--- src/rtl/clk_rst_pkg.sv ---
// Shared definitions for the board clock/reset sequencer.
package clk_rst_pkg;

    typedef enum logic [2:0] {
        PLL_RST   = 3'd0,
        WAIT_LOCK = 3'd1,
        STABLE    = 3'd2,
        RUN       = 3'd3,
        FAIL      = 3'd4
    } state_t;

    function automatic int cnt_width(input int a, input int b, input int c);
        int m;
        m = a;
        if (b > m) m = b;
        if (c > m) m = c;
        return (m < 2) ? 1 : $clog2(m);
    endfunction

endpackage

--- src/rtl/sync_2ff.sv ---
// Single-bit two-flop synchronizer with asynchronous active-low clear.
module sync_2ff (
    input  logic clk,
    input  logic rst_n,
    input  logic d,
    output logic q
);

    logic meta;

    always_ff @(posedge clk or negedge rst_n) begin
        if (!rst_n) begin
            meta <= 1'b0;
            q    <= 1'b0;
        end else begin
            meta <= d;
            q    <= meta;
        end
    end

endmodule

--- src/rtl/clk_rst_sequencer.sv ---
// PLL reset / lock supervisor that gates the DDR3 controller reset.
import clk_rst_pkg::*;

module clk_rst_sequencer #(
    parameter int PLL_RST_CYCLES = 16,
    parameter int LOCK_TIMEOUT   = 65536,
    parameter int STABLE_CYCLES  = 1024,
    parameter int MAX_RETRIES    = 3
) (
    input  logic       i_clk,
    input  logic       i_rst_n,
    input  logic       i_pll_locked,
    output logic       o_pll_reset,
    output logic       o_ctrl_rst_n,
    output logic       o_ready,
    output logic       o_lock_lost,
    output logic [3:0] o_retry_count,
    output logic       o_error
);

    localparam int CW = cnt_width(PLL_RST_CYCLES, LOCK_TIMEOUT, STABLE_CYCLES);
    localparam logic [CW-1:0] RST_LAST = CW'(PLL_RST_CYCLES - 1);
    localparam logic [CW-1:0] TO_LAST  = CW'(LOCK_TIMEOUT - 1);
    localparam logic [CW-1:0] STB_LAST = CW'(STABLE_CYCLES - 1);
    localparam logic [3:0]    RETRY_MAX = 4'(MAX_RETRIES);

    state_t        state_q;
    state_t        state_d;
    logic [CW-1:0] cnt_q;
    logic [3:0]    retry_q;
    logic          locked_s;

    logic pll_reset_d;
    logic ctrl_rst_n_d;
    logic ready_d;
    logic lock_lost_d;
    logic error_d;

    sync_2ff u_lock_sync (
        .clk   (i_clk),
        .rst_n (i_rst_n),
        .d     (i_pll_locked),
        .q     (locked_s)
    );

    always_ff @(posedge i_clk or negedge i_rst_n) begin
        if (!i_rst_n) begin
            state_q <= PLL_RST;
        end else begin
            state_q <= state_d;
        end
    end

    always_comb begin
        state_d = state_q;
        unique case (state_q)
            PLL_RST: begin
                if (cnt_q == RST_LAST) state_d = WAIT_LOCK;
            end
            WAIT_LOCK: begin
                if (locked_s) begin
                    state_d = STABLE;
                end else if (cnt_q == TO_LAST) begin
                    state_d = (retry_q == RETRY_MAX) ? FAIL : PLL_RST;
                end
            end
            STABLE: begin
                if (!locked_s) begin
                    state_d = WAIT_LOCK;
                end else if (cnt_q == STB_LAST) begin
                    state_d = RUN;
                end
            end
            RUN: begin
                if (!locked_s) state_d = PLL_RST;
            end
            FAIL: begin
                state_d = FAIL;
            end
            default: begin
                state_d = PLL_RST;
            end
        endcase
    end

    // Counter is frozen in RUN/FAIL so it can never wrap while parked there.
    always_ff @(posedge i_clk or negedge i_rst_n) begin
        if (!i_rst_n) begin
            cnt_q   <= '0;
            retry_q <= '0;
        end else begin
            if (state_d != state_q || state_q == RUN || state_q == FAIL) begin
                cnt_q <= '0;
            end else begin
                cnt_q <= cnt_q + 1'b1;
            end
            if (state_q == WAIT_LOCK && state_d == PLL_RST) begin
                retry_q <= retry_q + 4'd1;
            end else if (state_q == RUN && state_d == PLL_RST) begin
                retry_q <= '0;
            end
        end
    end

    always_comb begin
        pll_reset_d  = 1'b0;
        ctrl_rst_n_d = 1'b0;
        ready_d      = 1'b0;
        error_d      = 1'b0;
        lock_lost_d  = (state_q == RUN) && (state_d == PLL_RST);
        unique case (1'b1)
            (state_d == RUN): begin
                ctrl_rst_n_d = 1'b1;
                ready_d      = 1'b1;
            end
            (state_d == FAIL): begin
                pll_reset_d = 1'b1;
                error_d     = 1'b1;
            end
            (state_d == PLL_RST): begin
                pll_reset_d = 1'b1;
            end
            default: begin
                pll_reset_d = 1'b0;
            end
        endcase
    end

    always_ff @(posedge i_clk or negedge i_rst_n) begin
        if (!i_rst_n) begin
            o_pll_reset  <= 1'b1;
            o_ctrl_rst_n <= 1'b0;
            o_ready      <= 1'b0;
            o_lock_lost  <= 1'b0;
            o_error      <= 1'b0;
        end else begin
            o_pll_reset  <= pll_reset_d;
            o_ctrl_rst_n <= ctrl_rst_n_d;
            o_ready      <= ready_d;
            o_lock_lost  <= lock_lost_d;
            o_error      <= error_d;
        end
    end

    assign o_retry_count = retry_q;

endmodule

--- config.mk ---
export PLATFORM = sky130hd
export DESIGN_NAME = clk_rst_sequencer
export DESIGN_NICKNAME = d
export VERILOG_FILES = /design/src/rtl/clk_rst_pkg.sv /design/src/rtl/sync_2ff.sv /design/src/rtl/clk_rst_sequencer.sv
export SDC_FILE = /design/constraint.sdc
export NUM_CORES = 1
export LEC_CHECK = 0
export ABC_CLOCK_PERIOD_IN_PS = 5640
export BUFFER_PORTS_ARGS = -buffer_cell sky130_fd_sc_hd__buf_2
export CORE_ASPECT_RATIO = 0.7
export CORE_MARGIN = 10
export CORE_UTILIZATION = 60
export DETAILED_ROUTE_END_ITERATION = 10
export GPL_ROUTABILITY_DRIVEN = 0
export HOLD_SLACK_MARGIN = 0.1
export PLACE_DENSITY_LB_ADDON = 0.08
export RECOVER_POWER = 100
export SYNTH_ARGS = -nofsm -noshare
export SYNTH_HDL_FRONTEND = slang
export SYNTH_SLANG_ARGS = --single-unit
--- constraint.sdc ---
create_clock -name i_clk -period 5.64 [get_ports i_clk]
set_input_delay 0.282 -clock i_clk [delete_from_list [all_inputs] [get_ports i_clk]]
set_output_delay 0.282 -clock i_clk [all_outputs]
set_load 0.02 [all_outputs]
==> flow_summary.yaml, run 1 <==
placement:
  detailedPlace.worstSlack_ns: 3.17
  io_buffers: 11
  dp_hpwl_um: 2340
  dpl_cell_area_mm2: 0.00159
  dp_cells: 188
outcome:
  status: "finished with violations"
  failed_checks: "capacitance limit, slew limit"
detailed_routing:
  drtIter0Drc: 78
  vias_per_cell: 6.11
  dr.pass1.iters: 4
  drc: 0
  vias: 1209
  wl_per_cell_um: 16.6
  routed_wl_um: 3300
  ant_nets: 0
timing:
  finClkSkew_ns: 0.00496
  setup_slack_ns: 2.17
  fin_crit_sh_pct: 61.6
  slew_headroom_pct: -24.5
  rsz0062_at_grt: "no"
  slew_violations: 46
  holdWs_ns: 0.359
  setup_viol: 0
  worst_pin_slew_ns: 1.85
  fin_crit_ns: 3.47
  hold_viol_final: 0
  fmax_ghz: 0.288
  tns_ns: 0
pwr:
  power.density_mw_per_mm2: 393
  p_leak_nw: 0.668
  peakVddDrop_mv: 0.223
  finalPower_mw: 0.661
synthesis:
  synth_area_leaders: "dfrtp_1 45%, xnor2_1 6.8%, a211oi_1 5.3%"
  synth_cells: 153
  ys_ff_latch: 29
  yosys.area.top_type: "dfrtp_1"
  syn_nets: 158
  async_reset_ff_share_pct: 100
  synth_area_mm2: 0.00155
  ys_seq_area_share_pct: 46.9
  syn_avg_cell_area_um2: 10.1
  synth_common_cells: "28 x dfrtp_1, 12 x nor2_1, 12 x xnor2_1"
  synth_ff_type: "dfrtp_1"
  ys_warn_count: 0
  yosysMostFrequentCell: "dfrtp_1"
  synth_cell_types: 41
  yosysTopAreaCellShare_pct: 45.2
  synth_edf_count: 0
cells_and_area:
  diodes: 0
  fin_util_pct: 68.5
  final_area_mm2: 0.00168
  fin_nets: 168
  areaGrowthSynthToFinish_pct: 8.64
  layout-drive-gt1-share_pct: 8.54
  seqCellArea_um2: 727
  finalNonFillerCells: 198
  nFillCells: 208
  multiInputGateArea_um2: 724
floorplan:
  die-area_mm2: 0.00505
  die_h_um: 62.5
  die_w_um: 80.8
  start_util_pct: 63.1
  core-area_mm2: 0.00246
  ios: 12
  rows: 15
cts:
  cts_buffers: 5
  htreeDepth: 2
  cts_tree: "built"
  cts_buffer_depth: 2
  path_clk_slew_ns: 0.06
  root_buffer: "clkbuf_8"
  post_cts_buffers: 0
  clk_latency_ns: 0.28
  cts.sinks: 29
grt:
  track_usage_pct: 14.0
  grt_max_degree: 30
  grt_antenna_before_repair: 0
  first_global_vias: 1147
  grt_pass1_wl_um: 5590
  gr-total-overflow: 0
worst_hold_path:
  hp-start: "u_lock_sync.meta"
  holdCritPathClass: "reg2reg"
job:
  max_cap_violations: 2
critical_path:
  timing.rr.start: "cnt_q[0]"
  critPathMaxFanout: 15
  worst_ep_required_time_ns: 5.70
  crit_type: "reg2reg"
  start_kind: "register"
  cp.arrival_ns: 3.53
  critPathLaunch: "cnt_q[0]"
  crit_path_end_kind: "register"
## power breakdown
| part | switching (mW) | internal [mW] |
|---|---|---|
| Sequential | 0.0357 | 0.238 |
| Clock | 0.0756 | 0.110 |
| Combinational | 0.137 | 0.0649 |
## per-layer routing
metal | routed length (um) | track usage [%] | vias to the layer above
met5 | 0 | 0 | -
met1 | 1580 | 19.3 | 576
met3 | 271 | 6.47 | 6
met4 | 50 | 5.60 | 0
li1 | - | - | 587
met2 | 1400 | 18.3 | 40
## state kept, by name, indices dropped and copies added, names as in the netlist
signal	count
o_retry_count	4
u_lock_sync.q	1
o_lock_lost	1
cnt_q	16
state_q	3
o_error	1
u_lock_sync.meta	1
o_pll_reset	1
o_ready	1
## cells by family (layout without fill, tap and decap cells)
group	Yosys count	count (layout)	share of synthesized area, %
AND/OR/NAND/NOR	59	59	20.5
AO/OA/AOI/OAI	31	31	17.0
flip-flops	29	29	46.9
buffers and inverters	17	28	5.41
XOR/XNOR	14	14	7.91
adder cells (fa/ha/maj)	2	2	1.61
multiplexers	1	1	0.726
## final cells by class
class,count,area share [%]
Clock buffer,7,5.72
Clock inverter,1,0.297
Inverter,7,1.56
Multi-Input combinational cell,107,43.0
Sequential cell,29,43.2
Tap cell,34,2.53
Timing Repair Buffer,13,3.71
## critical path, cell delays in order, from the launching register on
cell	delay, ns
dfrtp_1	0.42
ha_1	0.20
nand3_1	0.30
or4_1	0.73
o21ai_0	1.46
a211oi_1	0.13
## final timing paths
kind | end | slack [ns] | cells past startpoint
min in group asynchronous | state_q[1] | 0.90 | 2
max in group asynchronous | cnt_q[15] | 3.84 | 2
setup reg to reg | cnt_q[0] | 2.17 | 5
hold / removal | u_lock_sync.q | 0.36 | 0
setup / recovery | cnt_q[0] | 2.17 | 5
hold reg to reg | u_lock_sync.q | 0.36 | 0
## cells in the final DEF, fill, tap and decap left out, types with 2 or more instances in the layout
cell / count
nand4_1: 3
a21oi_1: 5
inv_1: 6
nor2_1: 12
a221o_1: 3
a211oi_1: 11
nand2_1: 8
ha_1: 2
nor4_1: 5
nor3_1: 8
or4_1: 5
xor2_1: 2
o211a_1: 3
clkbuf_8: 7
dlygate4sd3_1: 2
clkbuf_1: 10
dfrtp_1: 28
nand3_1: 9
xnor2_1: 12
nor3b_1: 2
## timing repair
action | in CTS | in global routing
hold buffers | 2 | 0
resized for setup | 0 | 0
hold endpoints to repair | 29 | 0
No activity file was read; power rests on OpenSTA's default activity.
==> inputs of run 2 (changes only) <==
--- a/config.mk
+++ b/config.mk
@@ -5,11 +5,12 @@
 export SDC_FILE = /design/constraint.sdc
 export NUM_CORES = 1
 export LEC_CHECK = 0
-export ABC_CLOCK_PERIOD_IN_PS = 5640
+export ABC_AREA = 1
+export ABC_CLOCK_PERIOD_IN_PS = 3200
 export BUFFER_PORTS_ARGS = -buffer_cell sky130_fd_sc_hd__buf_2
 export CORE_ASPECT_RATIO = 0.7
 export CORE_MARGIN = 10
-export CORE_UTILIZATION = 60
+export CORE_UTILIZATION = 59
 export DETAILED_ROUTE_END_ITERATION = 10
 export GPL_ROUTABILITY_DRIVEN = 0
 export HOLD_SLACK_MARGIN = 0.1
==> constraint.sdc (replaced) <==
create_clock -name i_clk -period 3.2 [get_ports i_clk]
set_input_delay 0.16 -clock i_clk [delete_from_list [all_inputs] [get_ports i_clk]]
set_output_delay 0.16 -clock i_clk [all_outputs]
set_load 0.02 [all_outputs]
==> run 2 against run 1 <==
The flow still finishes with violations (capacitance limit, slew limit). Final cell count increased by 21%. Non-clock buffer count unchanged. Wire length decreased by 6.2%. First-iteration DRC count increased by 2.6%. Clock-buffer cell count unchanged. Register-to-register slack got worse by 1.1 ns. Setup slack got worse by 1.1 ns. Largest power group is now combinational logic.
==> flow_summary.yaml, run 2 <==
outcome:
  status: "finished with violations"
  failed_checks: "capacitance limit, slew limit"
placement:
  detailedPlace.worstSlack_ns: 1.24
  dpl_cell_area_mm2: 0.00168
  io_buffers: 11
  dp_hpwl_um: 2340
timing:
  fin_crit_ns: 2.09
  setup_viol: 0
  finClkSkew_ns: 0.00513
  worst_pin_slew_ns: 1.51
  hold_viol_final: 0
  fin_crit_sh_pct: 65.4
  setup_slack_ns: 1.11
  holdWs_ns: 0.349
  rsz0062_at_grt: "no"
  fmax_ghz: 0.478
  slew_violations: 30
  tns_ns: 0
  slew_headroom_pct: -0.477
worst_hold_path:
  holdCritPathClass: "reg2reg"
  whs_endpoint: "u_lock_sync.q"
  hold_depth: 0
  hp-start: "u_lock_sync.meta"
floorplan:
  ios: 12
  die_h_um: 63.7
  start_util_pct: 63.5
  core-area_mm2: 0.00253
  die_w_um: 82.4
  die-area_mm2: 0.00525
  rows: 15
grt:
  first_global_vias: 1149
  grt_max_degree: 30
  gr-total-overflow: 0
  track_usage_pct: 13.1
  grt_antenna_before_repair: 0
  grt_pass1_wl_um: 5380
cts:
  clk_latency_ns: 0.28
  root_buffer: "clkbuf_8"
  htreeDepth: 2
  post_cts_buffers: 0
  cts.sinks: 29
  path_clk_slew_ns: 0.06
  cts_buffer_depth: 2
  cts_tree: "built"
  cts_buffers: 5
detailed_routing:
  drtIter0Drc: 80
  vias: 1187
  wl_per_cell_um: 12.9
  dr.pass1.iters: 4
  ant_nets: 0
  drc: 0
  routed_wl_um: 3090
  vias_per_cell: 4.95
synthesis:
  synth_cell_types: 25
  synth_compound_area_share_pct: 1.94
  synth_common_cells: "42 x nand2_1, 32 x nor2_1, 28 x dfrtp_1"
  synth_edf_count: 0
  synth_area_leaders: "dfrtp_1 44%, nand2_1 9.8%, nor2_4 9.8%"
  ys_ff_latch: 29
  syn_nets: 192
  yosysTopAreaCellShare_pct: 43.5
  synth_ff_type: "dfrtp_1"
  ys_seq_area_share_pct: 45.2
  ys_warn_count: 0
  synth-simple-area-share_pct: 38.2
  synth_top_family_by_area: "simple AND/OR/NAND/NOR gates"
  yosysMostFrequentCell: "nand2_1"
  synth_xor_area_share_pct: 6.53
  muxShareOfSynthArea_pct: 0
  synth_area_mm2: 0.00161
  yosys.area.top_type: "dfrtp_1"
  async_reset_ff_share_pct: 100
  syn_avg_cell_area_um2: 8.60
  synth_cells: 187
  synthAdderAreaFrac_pct: 1.56
critical_path:
  reg2reg_slack_ns: 1.11
  crit_path_end_kind: "register"
  critPathLaunch: "cnt_q[0]"
  start_kind: "register"
  crit_type: "reg2reg"
  critPathMaxFanout: 5
  slowest_stage: "dfrtp_1"
  timing.rr.end: "o_retry_count[0]"
  timing.rr.start: "cnt_q[0]"
  crit_top_cell: "nand2_1"
  cp_cell_sequence: "ha_1, nand2_1, nor2_2, nand2_1, inv_1, nand2_1, a21oi_1, nor2_1, nand4_1, nand2_1, nand2_1"
  cp.arrival_ns: 2.26
  path_buf_inv: 1
  critical_path.top_delay_family: "simple AND/OR/NAND/NOR gates"
  max_stage_delay_ns: 0.40
  reg2regPathDepth: 11
  worst_ep_required_time_ns: 3.37
cells_and_area:
  max_flop_register: "cnt_q"
  largest_reg_flops: 16
  fin_nets: 210
  final_area_mm2: 0.00174
  final_cell_mix: "43 x nand2_1, 37 x nor2_1, 28 x dfrtp_1, 21 x inv_1, 13 x nand3_1"
  diodes: 0
  nFillCells: 232
  layout-drive-gt1-share_pct: 14.1
  areaGrowthSynthToFinish_pct: 8.40
  final_common_cell: "nand2_1"
pwr:
  p_sw_mw: 0.590
  peakVddDrop_mv: 0.372
  power.density_mw_per_mm2: 784
  p_comb_share_pct: 39.5
  clock_power_share_pct: 23.9
  switching_share_pct: 43.1
  p_int_mw: 0.778
  p_leak_nw: 0.847
  seqPwrFrac_pct: 36.6
job:
  max_cap_violations: 1
## run 2: cell types whose count changed in the layout (fill, tap and decap cells not counted), sizes merged, moves of 3 or more
cell,previous run,this run
nor3,8,1
xnor2,12,7
nand2,8,49
nor4,5,1
or4,5,0
inv,6,21
nor2,12,49
xor2,2,5
o211a,3,0
a221o,3,0
nand4,4,1
a211oi,11,0
nand3,9,14
## run 2: what timing repair did
item,4_1_cts,5_1_grt
gates resized for setup,0,0
hold buffers,2,0
setup endpoints to repair,0,0
endpoints found under the hold margin,29,0
## run 2: worst max-delay path by stage
stage | endpoint | cells past startpoint
after floorplan | cnt_q[5] | 11
after global placement | cnt_q[15] | 10
after detailed placement | cnt_q[15] | 10
after CTS | cnt_q[15] | 10
after global routing | o_retry_count[0] | 11
final | o_retry_count[0] | 11
## run 2: layer usage
metal / up-vias / wire [um] / track usage, %
li1: 607 / - / -
met4: 0 / 65 / 5.08
met3: 9 / 142 / 4.53
met5: - / 0 / 0
met1: 554 / 1520 / 17.9
met2: 17 / 1370 / 18.1
## run 2: metrics by stage
stage               total power, mW  instances  util (%)
floorplan                      1.04        187         -
global placement               1.07        230      66.3
detailed placement             1.09        230      66.3
CTS                            1.43        240      71.1
global route                   1.47        240      68.8
finish                         1.37        240      68.8
## run 2: power by group through the flow
stage	Clock (mW)	Combinational [mW]	Sequential (mW)
after floorplan	0	0.516	0.520
after global placement	0	0.569	0.500
after detailed placement	0	0.585	0.505
after CTS	0.334	0.593	0.501
after global routing	0.354	0.606	0.511
final	0.327	0.540	0.501
## run 2: cell type report
| type | instances | area [um^2] | share of cell area (%) |
|---|---|---|---|
| sequential | 29 | 727 | 41.7 |
| tap | 34 | 42.5 | 2.44 |
| clock buffer | 7 | 96.3 | 5.52 |
| inverter | 21 | 78.8 | 4.52 |
| timing repair buffer | 13 | 62.6 | 3.59 |
| multi-input combinational | 135 | 732 | 42.0 |
| clock inverter | 1 | 5.00 | 0.287 |
## run 2: cell families after synthesis
family,after synthesis
simple gates,116
flops,29
buf+inv,23
xor+xnor,12
compound gates,5
fa+ha+maj,2
==> inputs of run 3 (changes only) <==
--- a/config.mk
+++ b/config.mk
@@ -6,7 +6,7 @@
 export NUM_CORES = 1
 export LEC_CHECK = 0
 export ABC_AREA = 1
-export ABC_CLOCK_PERIOD_IN_PS = 3200
+export ABC_CLOCK_PERIOD_IN_PS = 2100
 export BUFFER_PORTS_ARGS = -buffer_cell sky130_fd_sc_hd__buf_2
 export CORE_ASPECT_RATIO = 0.7
 export CORE_MARGIN = 10
==> constraint.sdc (replaced) <==
create_clock -name i_clk -period 2.1 [get_ports i_clk]
set_input_delay 0.105 -clock i_clk [delete_from_list [all_inputs] [get_ports i_clk]]
set_output_delay 0.105 -clock i_clk [all_outputs]
set_load 0.02 [all_outputs]
==> run 3 against run 2 <==
The run still ends with capacitance limit, slew limit left. Maximum frequency up 14%. Non-clock buffer count up 1. Design area up 0.22%. Wire length down 0.71%. Final cell count up 0.42%. Setup slack worse by 0.85 ns. Clock-buffer cell count unchanged. Critical path depth unchanged. Combinational power up 66%.
==> flow_summary.yaml, run 3 (synthesis results as in run 2) <==
job:
  max_cap_violations: 1
outcome:
  status: "finished with violations"
  failed_checks: "capacitance limit, slew limit"
detailed_routing:
  drtIter0Drc: 63
  wl_per_cell_um: 12.7
  routed_wl_um: 3070
  vias_per_cell: 4.78
  dr.pass1.iters: 4
  ant_nets: 0
  drc: 0
  vias: 1152
floorplan:
  core-area_mm2: 0.00253
  die_w_um: 82.4
  die_h_um: 63.7
  rows: 15
  ios: 12
  start_util_pct: 63.5
  die-area_mm2: 0.00525
pwr:
  switching_share_pct: 40.6
  p_comb_share_pct: 41.5
  seqPwrFrac_pct: 35.3
  clock_power_share_pct: 23.2
  p_sw_mw: 0.879
  p_leak_nw: 0.871
  p_int_mw: 1.29
  power.density_mw_per_mm2: 1240
  peakVddDrop_mv: 0.638
critical_path:
  reg2reg_slack_ns: 0.26
  worst_ep_required_time_ns: 2.27
  cp.arrival_ns: 2.01
  crit_path_end_kind: "register"
  crit_type: "reg2reg"
  start_kind: "register"
  critPathMaxFanout: 14
grt:
  grt_max_degree: 30
  first_global_vias: 1149
  grt_antenna_before_repair: 0
  gr-total-overflow: 0
  grt_pass1_wl_um: 5180
  track_usage_pct: 12.7
cts:
  path_clk_slew_ns: 0.06
  cts_buffers: 5
  htreeDepth: 2
  cts_buffer_depth: 2
  cts_tree: "built"
  root_buffer: "clkbuf_8"
  cts.sinks: 29
  clk_latency_ns: 0.28
timing:
  fin_crit_sh_pct: 87.7
  hold_viol_final: 0
  fin_crit_ns: 1.84
  finClkSkew_ns: 0.00421
  slew_headroom_pct: -0.292
  setup_viol: 0
  slew_violations: 29
  tns_ns: 0
  fmax_ghz: 0.543
  worst_pin_slew_ns: 1.50
  rsz0062_at_grt: "no"
cells_and_area:
  max_flop_register: "cnt_q"
  finalNonFillerCells: 241
  nFillCells: 228
  fin_nets: 211
  layout-drive-gt1-share_pct: 14.5
  multiInputGateArea_um2: 716
  areaGrowthSynthToFinish_pct: 8.63
  diodes: 0
  seqCellArea_um2: 727
  largest_reg_flops: 16
  final_common_cell: "nand2_1"
  final_cell_mix: "42 x nand2_1, 40 x nor2_1, 28 x dfrtp_1, 20 x inv_1, 13 x nand3_1"
placement:
  dp_hpwl_um: 2330
  dp_cells: 230
  io_buffers: 11
worst_hold_path:
  holdCritPathClass: "reg2reg"
-- run 3: changes by cell type in the layout (fill, tap and decap cells not counted), sizes merged --
cell  previous run  this run
buf              1         2
-- run 3: critical path: stages, from the launching register on --
cell      delay [ns]
dfrtp_1         0.38
ha_1            0.22
nand2_1         0.08
nor2_2          0.13
nand2_4         0.09
o21bai_1        0.14
nand3_1         0.10
nor2_2          0.16
nand2_2         0.09
nand3_4         0.12
buf_12          0.15
nor2_1          0.06
-- run 3: power groups by stage --
stage / Combinational, mW / Clock (mW) / Sequential (mW)
after floorplan: 0.786 / 0 / 0.792
after global placement: 0.868 / 0 / 0.761
after detailed placement: 0.894 / 0 / 0.772
after CTS: 0.904 / 0.515 / 0.762
after global routing: 0.998 / 0.548 / 0.778
final: 0.899 / 0.502 / 0.763
-- run 3: per-stage QoR --
stage / util [%] / total power, mW / setup WS (ns) / area, um^2 / hold WS (ns)
after detailed placement: 66.3 / 1.67 / 0.160 / 1680 / 0.162
after floorplan: - / 1.58 / 0.435 / 1610 / -0.191
after CTS: 71.1 / 2.18 / 0.132 / 1800 / 0.352
final: 69.0 / 2.16 / 0.258 / 1750 / 0.350
after global placement: 66.3 / 1.63 / 0.250 / 1680 / 0.151
after global routing: 69.0 / 2.32 / 0.0938 / 1750 / 0.356
-- run 3: cell type report --
| class | instances | area share (%) |
|---|---|---|
| clock inverter | 1 | 0.286 |
| clock buffer | 7 | 5.51 |
| tap | 34 | 2.43 |
| inverter | 21 | 4.51 |
| timing repair buffer | 14 | 4.72 |
| sequential | 29 | 41.6 |
| multi-input combinational | 135 | 40.9 |
-- run 3: timing repair --
action | in CTS | in global routing
setup buffers | 0 | 1
resized for setup | 0 | 0
endpoints found under the hold margin | 29 | 0
hold buffers | 2 | 0
setup endpoints to repair | 0 | 2
-- run 3: layer usage --
metal  GRT usage (%)  up-vias  share of wire, %
met3            4.82        5               5.8
met5               0        -                 0
met2            17.2       16                43
met4            5.08        0              0.88
li1                -      608                 -
met1            17.2      523                50
-- run 3: path summary, 6_finish.rpt --
| kind | depth (start not counted) | end | start |
|---|---|---|---|
| setup / recovery | 11 | cnt_q[15] | cnt_q[0] |
| hold / removal | 0 | u_lock_sync.q | u_lock_sync.meta |
| min in group asynchronous | 2 | cnt_q[11] | i_rst_n |
| setup reg to reg | 11 | cnt_q[15] | cnt_q[0] |
| hold reg to reg | 0 | u_lock_sync.q | u_lock_sync.meta |
| max in group asynchronous | 2 | cnt_q[9] | i_rst_n |
